## src/rtl/gdt_row_reader_pkg.sv

```systemverilog
// gdt_row_reader_pkg: shared widths and FSM states for the GDT row reader
package gdt_row_reader_pkg;
  localparam int GDT_LINE_W = 3;
  localparam int GDT_COL_W  = 3;
  localparam int GDT_DATA_W = 32;
  localparam int GDT_COLS   = 8;
  localparam int GDT_CNT_W  = 4;

  typedef enum logic [1:0] {
    ST_IDLE,
    ST_ISSUE,
    ST_CAPTURE,
    ST_HOLD
  } state_t;
endpackage

```

## src/rtl/gdt_row_reader_if.sv

```systemverilog
// gdt_row_reader_if: request, GDT port and output word channel of the row reader
interface gdt_row_reader_if;
  import gdt_row_reader_pkg::*;
  logic                  req_valid;
  logic                  req_ready;
  logic [GDT_LINE_W-1:0] req_guest;
  logic [GDT_COL_W-1:0]  req_first_col;
  logic [GDT_CNT_W-1:0]  req_count;
  logic                  gdt_enable;
  logic [GDT_LINE_W-1:0] gdt_line;
  logic [GDT_COL_W-1:0]  gdt_column;
  logic                  gdt_rd0_wr1;
  logic [GDT_DATA_W-1:0] gdt_rdata;
  logic                  out_valid;
  logic                  out_ready;
  logic [GDT_DATA_W-1:0] out_data;
  logic [GDT_COL_W-1:0]  out_column;
  logic                  out_last;

  modport master (
    output req_valid, req_guest, req_first_col, req_count, gdt_rdata, out_ready,
    input  req_ready, gdt_enable, gdt_line, gdt_column, gdt_rd0_wr1,
           out_valid, out_data, out_column, out_last
  );

  modport slave (
    input  req_valid, req_guest, req_first_col, req_count, gdt_rdata, out_ready,
    output req_ready, gdt_enable, gdt_line, gdt_column, gdt_rd0_wr1,
           out_valid, out_data, out_column, out_last
  );
endinterface

```

## src/rtl/gdt_row_reader.sv

```systemverilog
// gdt_row_reader: reads a run of GDT columns for one guest line and streams the words out
module gdt_row_reader
  import gdt_row_reader_pkg::*;
#(
  parameter int GDT_RD_LATENCY = 1
) (
  input  logic           clock,
  input  logic           reset_n,
  gdt_row_reader_if.slave bus,
  output logic           busy,
  output logic           err
);
  if (GDT_RD_LATENCY != 1) begin : g_lat_check
    $error("gdt_row_reader supports only GDT_RD_LATENCY == 1");
  end

  state_t                state, state_next;
  logic [GDT_LINE_W-1:0] line_q;
  logic [GDT_COL_W-1:0]  col_q;
  logic [GDT_CNT_W-1:0]  rem_q;
  logic                  accept;
  logic                  legal;

  assign accept = bus.req_valid && bus.req_ready;
  assign legal  = (bus.req_count != '0) &&
                  (({2'b00, bus.req_first_col} + {1'b0, bus.req_count}) <= 5'(GDT_COLS));

  // state register
  always_ff @(posedge clock or negedge reset_n) begin
    if (!reset_n) state <= ST_IDLE;
    else          state <= state_next;
  end

  // next-state: one GDT read and one output handshake per column
  always_comb begin
    state_next = state;
    unique case (state)
      ST_IDLE:    state_next = (accept && legal) ? ST_ISSUE : ST_IDLE;
      ST_ISSUE:   state_next = ST_CAPTURE;
      ST_CAPTURE: state_next = ST_HOLD;
      ST_HOLD:    state_next = bus.out_ready ? (bus.out_last ? ST_IDLE : ST_ISSUE) : ST_HOLD;
      default:    state_next = ST_IDLE;
    endcase
  end

  // state-decoded outputs; the GDT address comes straight from the latched request
  always_comb begin
    bus.req_ready   = (state == ST_IDLE);
    bus.gdt_enable  = (state == ST_ISSUE);
    bus.gdt_rd0_wr1 = 1'b0;
    bus.gdt_line    = line_q;
    bus.gdt_column  = col_q;
    busy            = (state != ST_IDLE);
  end

  // request latch, column walk, output word register and error pulse
  always_ff @(posedge clock or negedge reset_n) begin
    if (!reset_n) begin
      line_q         <= '0;
      col_q          <= '0;
      rem_q          <= '0;
      err            <= 1'b0;
      bus.out_valid  <= 1'b0;
      bus.out_data   <= '0;
      bus.out_column <= '0;
      bus.out_last   <= 1'b0;
    end else begin
      err <= accept && !legal;
      if (accept && legal) begin
        line_q <= bus.req_guest;
        col_q  <= bus.req_first_col;
        rem_q  <= bus.req_count;
      end
      if (state == ST_CAPTURE) begin
        bus.out_valid  <= 1'b1;
        bus.out_data   <= bus.gdt_rdata;
        bus.out_column <= col_q;
        bus.out_last   <= (rem_q == 4'd1);
      end
      if (state == ST_HOLD && bus.out_ready) begin
        bus.out_valid <= 1'b0;
        if (!bus.out_last) begin
          col_q <= col_q + 3'd1;
          rem_q <= rem_q - 4'd1;
        end
      end
    end
  end
endmodule

```

## src/flat_wrapper.sv

```systemverilog
// flat-port wrapper written by rule: the top's interface ports become plain ports
module gdt_row_reader_flat import gdt_row_reader_pkg::*;
#(
  parameter int GDT_RD_LATENCY = 1
)
  (clock, reset_n, busy, err, bus_req_valid, bus_req_guest, bus_req_first_col, bus_req_count, bus_gdt_rdata, bus_out_ready, bus_req_ready, bus_gdt_enable, bus_gdt_line, bus_gdt_column, bus_gdt_rd0_wr1, bus_out_valid, bus_out_data, bus_out_column, bus_out_last);
  gdt_row_reader_if bus_i ();
  input  logic clock;
  input  logic reset_n;
  output logic busy;
  output logic err;
  input wire logic [$bits(bus_i.req_valid)-1:0] bus_req_valid;
  input wire logic [$bits(bus_i.req_guest)-1:0] bus_req_guest;
  input wire logic [$bits(bus_i.req_first_col)-1:0] bus_req_first_col;
  input wire logic [$bits(bus_i.req_count)-1:0] bus_req_count;
  input wire logic [$bits(bus_i.gdt_rdata)-1:0] bus_gdt_rdata;
  input wire logic [$bits(bus_i.out_ready)-1:0] bus_out_ready;
  output wire logic [$bits(bus_i.req_ready)-1:0] bus_req_ready;
  output wire logic [$bits(bus_i.gdt_enable)-1:0] bus_gdt_enable;
  output wire logic [$bits(bus_i.gdt_line)-1:0] bus_gdt_line;
  output wire logic [$bits(bus_i.gdt_column)-1:0] bus_gdt_column;
  output wire logic [$bits(bus_i.gdt_rd0_wr1)-1:0] bus_gdt_rd0_wr1;
  output wire logic [$bits(bus_i.out_valid)-1:0] bus_out_valid;
  output wire logic [$bits(bus_i.out_data)-1:0] bus_out_data;
  output wire logic [$bits(bus_i.out_column)-1:0] bus_out_column;
  output wire logic [$bits(bus_i.out_last)-1:0] bus_out_last;
  assign bus_i.req_valid = bus_req_valid;
  assign bus_i.req_guest = bus_req_guest;
  assign bus_i.req_first_col = bus_req_first_col;
  assign bus_i.req_count = bus_req_count;
  assign bus_i.gdt_rdata = bus_gdt_rdata;
  assign bus_i.out_ready = bus_out_ready;
  assign bus_req_ready = bus_i.req_ready;
  assign bus_gdt_enable = bus_i.gdt_enable;
  assign bus_gdt_line = bus_i.gdt_line;
  assign bus_gdt_column = bus_i.gdt_column;
  assign bus_gdt_rd0_wr1 = bus_i.gdt_rd0_wr1;
  assign bus_out_valid = bus_i.out_valid;
  assign bus_out_data = bus_i.out_data;
  assign bus_out_column = bus_i.out_column;
  assign bus_out_last = bus_i.out_last;
  gdt_row_reader #(.GDT_RD_LATENCY(GDT_RD_LATENCY)) u_core (.clock(clock), .reset_n(reset_n), .bus(bus_i), .busy(busy), .err(err));
endmodule
```

## config.mk

```make
export PLATFORM = sky130hd
export DESIGN_NAME = gdt_row_reader_flat
export DESIGN_NICKNAME = d
export VERILOG_FILES = /design/src/rtl/gdt_row_reader_pkg.sv /design/src/rtl/gdt_row_reader_if.sv /design/src/rtl/gdt_row_reader.sv /design/src/flat_wrapper.sv
export SDC_FILE = /design/constraint.sdc
export NUM_CORES = 1
export LEC_CHECK = 0
export ABC_CLOCK_PERIOD_IN_PS = 2440
export CAP_MARGIN = 20
export CORE_ASPECT_RATIO = 1.1
export CORE_UTILIZATION = 42
export DETAILED_ROUTE_END_ITERATION = 16
export GPL_TIMING_DRIVEN = 0
export HOLD_SLACK_MARGIN = 0.06
export PLACE_DENSITY = 0.78
export SLEW_MARGIN = 20
export SYNTH_ARGS = -nofsm -noshare
export SYNTH_HDL_FRONTEND = slang
export SYNTH_SLANG_ARGS = --single-unit
```

## constraint.sdc

```tcl
create_clock -name clock -period 2.44 [get_ports clock]
set_input_delay 0.488 -clock clock [delete_from_list [all_inputs] [get_ports clock]]
set_output_delay 0.488 -clock clock [all_outputs]
set_load 0.02 [all_outputs]
```

Word level (Yosys, flattened, before mapping)
Cells that the tools add are included.

word-level totals
  flip-flop bits (word level) = 50

cells by class
  $add $sub $neg = 3
  $lt $le $gt $ge = 1
  equality and inequality tests = 4
  multiplexer cells = 12
  reductions and logical operators = 10

operator list
  kind                                                                               count
  4-bit 2-to-1 mux                                                                   3
  3-bit 2-to-1 mux                                                                   3
  2-bit one-hot mux with 4 select lines                                              1
  3-bit by 4-bit adder with 5-bit output                                             1
  5-bit by 4-bit less-or-equal comparator with 1-bit output (second input constant)  1
  1-bit logical AND                                                                  5
  2-bit == test (second input constant)                                              2
  4-bit by 1-bit == test with 1-bit output (second input constant)                   1
  1-bit 2-to-1 mux                                                                   4
  2-bit nonzero test                                                                 2
  4-bit nonzero test                                                                 1
  4-bit by 1-bit subtractor with 4-bit output (second input constant)                1
  3-bit by 1-bit adder with 3-bit output (second input constant)                     1
  2-bit by 1-bit == test with 1-bit output (second input constant)                   1
  2-bit logical NOT                                                                  1
  2-bit 2-to-1 mux                                                                   1
  1-bit logical NOT                                                                  1

Depth between registers and ports, before layout
  depth after elaboration = 7
  mapped depth = 7
  gate-level depth less buffers = 7

Least setup slack after synthesis
No wires, ideal clock.

  kind = input port to flip-flop
  from = input bus_req_count[0]
  to = register u_core.line_q[0], in the netlist u_core.bus.gdt_line[0]
  arrival = 2269 ps
  data required time = 2315 ps
  path slack = 46 ps
  stages on the path = 7
  cell sequence = ha_1 > fa_1 > xnor2_2 > a22oi_2 > o32a_2 > nor2_4 > mux2_4

on the way
  cells in the longest elaborated chain, start to end = 4
  elaborated cells between the ends (all ways) = 5

RTL lines
  what                                                       RTL line              RTL
  start, declared                                            flat_wrapper.sv:15    input wire logic [$bits(bus_i.req_count)-1:0] bus_req_count;
  3-bit by 4-bit adder with 5-bit output                     gdt_row_reader.sv:26  (({2'b00, bus.req_first_col} + {1'b0, bus.req_count}) <= 5'(GDT_COLS));
  5-bit by 4-bit less-or-equal comparator with 1-bit output  gdt_row_reader.sv:26
  1-bit logical AND (*)                                      gdt_row_reader.sv:25  assign legal = (bus.req_count != '0) &&
  1-bit logical AND (*)                                      gdt_row_reader.sv:69  if (accept && legal) begin
  end signal, assigned                                       gdt_row_reader.sv:70  line_q <= bus.req_guest;
  end, declared                                              gdt_row_reader.sv:18  logic [GDT_LINE_W-1:0] line_q;

Mark *: on every way between the ends. The rest lies on a longest branch, timed or not.
A chain may end at the register's enable or synchronous reset.

Worst setup path in the final report
  from = input bus_req_first_col[2]
  to = register u_core.line_q[1], in the netlist u_core.bus.gdt_line[1]

on the way
  cells in the longest elaborated chain, start to end = 4

RTL lines
  what                                                       RTL line              RTL
  start, declared                                            flat_wrapper.sv:14    input wire logic [$bits(bus_i.req_first_col)-1:0] bus_req_first_col;
  3-bit by 4-bit adder with 5-bit output                     gdt_row_reader.sv:26
  5-bit by 4-bit less-or-equal comparator with 1-bit output  gdt_row_reader.sv:26
  1-bit logical AND                                          gdt_row_reader.sv:25
  1-bit logical AND                                          gdt_row_reader.sv:69

No other way between the ends.

==> results.yml <==
cts:
  cts_sinks: 50
  cts-buffers-inserted: 5
  cts_buffer_depth: 2
  clk_pin_slew_worst_paths_ps: 80
  ctsHoldBuffers: 0
  cts-root-buf: "clkbuf_8"
  worstSkewPairLatency_ps: 300
  cts_tree: "yes"
  cts_max_level: 2
finish:
  regArea_mm2: 0.00125
  nets: 323
  drive_above_1_share_pct: 15.2
  synthToLayoutAreaGrowth_pct: 52.8
  utilization_pct: 67.1
  n_fill_cell: 368
  multiInputGateArea_um2: 973
  final_common_cell: "clkdlybuf4s50_1"
  final_cell_mix: "clkdlybuf4s50_1 (86), dfrtp_1 (50), mux2_1 (27)"
  fin_cells: 328
  num_antenna_cells: 0
global_route:
  grt_pass1_vias: 1764
  grt_usage_pct: 18.6
  grt_max_degree: 30
  grt.overflow.total: 0
  antenna_found_initial: 0
  grt_pass1_wl_mm: 7.98
synth:
  ys_seq_elements: 50
  synth_top_area_share_pct: 56.6
  avgSynthCellArea_um2: 13.3
  synthTopCellsByArea: "dfrtp_1 (57%), mux2_1 (14%), mux2_2 (4.1%)"
  syn_inst: 166
  synth_cell_types: 40
  seq_area_frac_synth_pct: 56.6
  yosys.area.top_type: "dfrtp_1"
  synth_nets: 219
  synth-warning-count: 0
  synthesis.area_mm2: 0.00221
worst_setup_path:
  critPathMaxStageDelay_ps: 510
  r2r_start: "u_core.state[1]"
  regToRegEndpoint: "u_core.bus.gdt_line[1]"
  critical-path-slowest-cell: "clkdlybuf4s50_1"
  worstPathRequired_ps: 2630
  worstPathCellList: "clkdlybuf4s50_1 -> ha_2 -> xnor2_2 -> a22oi_2 -> o32a_4 -> nor2_4 -> mux2_4"
  cp_num_buf_inv: 1
  cp_top_family: "compound AO/OA/AOI/OAI gates"
  arrival_ps: 2590
  critPathKind: "in2reg"
  path_depth: 7
  critPathCapture: "u_core.bus.gdt_line[1]"
  critPathLaunch: "bus_req_first_col[2]"
  r2r_slack_ps: 810
  cp-start-kind: "input port"
  r2r_cells: 4
  cp_max_fo: 5
  cp-end-kind: "register"
floorplanning:
  die_h_um: 78.1
  die_width_um: 71.2
  ios: 94
  coreArea_mm2: 0.00503
  initial_core_util_pct: 43.9
  die_area_mm2: 0.00556
  rows: 27
detailed_routing:
  drtPass1Iterations: 10
  drt_wl_total_mm: 4.78
  via_count: 1673
  drc: 9
  viasPerCell: 5.10
  drt-initial-drc-count: 40
  final_antenna_net_count: 0
  wl_per_cell_um: 14.6
place:
  portBuffers: 92
  dp_hpwl_mm: 3.65
  dp.cells: 317
  dp_worst_setup_slack_ps: -687
  routabilityCongestion: 0.840
run_status:
  failed_checks: "design-rule violations"
  outcome: "finished, violations left"
sta:
  period_needed_ps: 2400
  relSlewSlack_pct: 61.0
  finalMaxSlewViolations: 0
  worst_clock_skew_ps: 4.14
  min_period_over_period_pct: 98.4
  max_freq_ghz: 0.417
  timing.final.hold_violations: 0
  worst_pin_slew_ps: 581
  fin_ws_ps: 39.7
  setup_violations: 0
flow_run:
  maxCapViolCount: 0
pwr:
  p_total_mw: 4.15
  irDropWorstVdd_mv: 0.451
  static-leakage-power_nw: 1.42
  power_per_cell_area_mw_per_mm2: 1230
worst_hold_path:
  hold_class: "in2async"
-- power by group --
| part | switching [mW] | internal [mW] | leakage [nW] | total, mW |
|---|---|---|---|---|
| sequential | 0.242 | 1.24 | 0.585 | 1.48 |
| clock | 0.248 | 0.198 | 0.0383 | 0.445 |
| combinational | 1.04 | 1.18 | 0.801 | 2.22 |
-- metrics by stage --
step                      setup TNS [ps]  area [um^2]  hold slack (ps)
after floorplan                        0         2210              192
after global placement            -33330         3210              460
after detailed placement           -6460         3220              465
after CTS                              0         3350              166
after global routing               -83.2         3380              181
final                                  0         3380              155
-- cell type report --
type / instances / share of cell area (%)
plain buffers: 5 / 0.815
clock buffers: 7 / 2.26
inverters: 4 / 0.444
multi-input cells: 107 / 28.8
flip-flops and latches: 50 / 37.0
well taps: 58 / 2.15
repair buffers: 97 / 28.5
-- logic make-up after synthesis --
| family | Yosys count | share of synthesized area, % |
|---|---|---|
| XOR/XNOR | 2 | 1.13 |
| adder cells (fa/ha/maj) | 7 | 4.30 |
| AND/OR/NAND/NOR | 34 | 7.69 |
| flip-flops | 50 | 56.6 |
| buffers and inverters | 9 | 1.92 |
| multiplexers | 38 | 19.9 |
| AO/OA/AOI/OAI | 25 | 8.37 |
| other | 1 | 0.170 |
-- state kept, by name, indices dropped and copies added (netlist names) --
register and flops:
u_core.bus.out_column 3, u_core.rem_q 4, u_core.state 2, u_core.bus.out_last 1, u_core.bus.gdt_column 3, u_core.err 1
u_core.bus.gdt_line 3, u_core.bus.out_valid 1, u_core.bus.out_data 32
-- routing by layer --
metal | vias up | global-route usage, % | wire length [um]
met1 | 805 | 20.6 | 1930
met4 | 0 | 6.20 | 70
li1 | 799 | - | -
met3 | 7 | 5.26 | 324
met2 | 62 | 33.7 | 2460
met5 | - | 0 | 0
-- synth_stat cells (all sizes together) --
library cell / count
fa: 1
o221a: 2
a21o: 2
xnor2: 2
nand3b: 1
ha: 6
o221ai: 1
inv: 4
nand2: 8
o21ai: 5
a311oi: 1
nor4: 1
o32ai: 1
nand3: 5
o31ai: 1
o21a: 1
a21oi: 5
nand2b: 1
nor2b: 3
a22oi: 2
a211o: 1
dfrtp: 50
and2: 3
buf: 5
nor2: 10
nor3: 2
mux2: 38
a31oi: 1
o22ai: 1
o32a: 1
conb: 1
-- what timing repair did --
action	in CTS	in global routing
gates resized for setup	9	8
pin swaps	5	2
endpoints found under the setup margin	12	7
setup buffers	4	0
-- worst min-delay path by stage --
| stage | startpoint | end | slack (ps) | cells after the start |
|---|---|---|---|---|
| after floorplan | reset_n | u_core.bus.gdt_column[0] | 190 | 0 |
| after global routing | reset_n | u_core.bus.out_data[5] | 180 | 1 |
| final | reset_n | u_core.bus.out_data[3] | 160 | 1 |
| after detailed placement | u_core.bus.out_valid | u_core.bus.out_valid | 460 | 1 |
| after CTS | reset_n | u_core.bus.out_data[17] | 170 | 1 |
| after global placement | u_core.bus.out_valid | u_core.bus.out_valid | 460 | 1 |
Power figures use the tool's default switching activity.
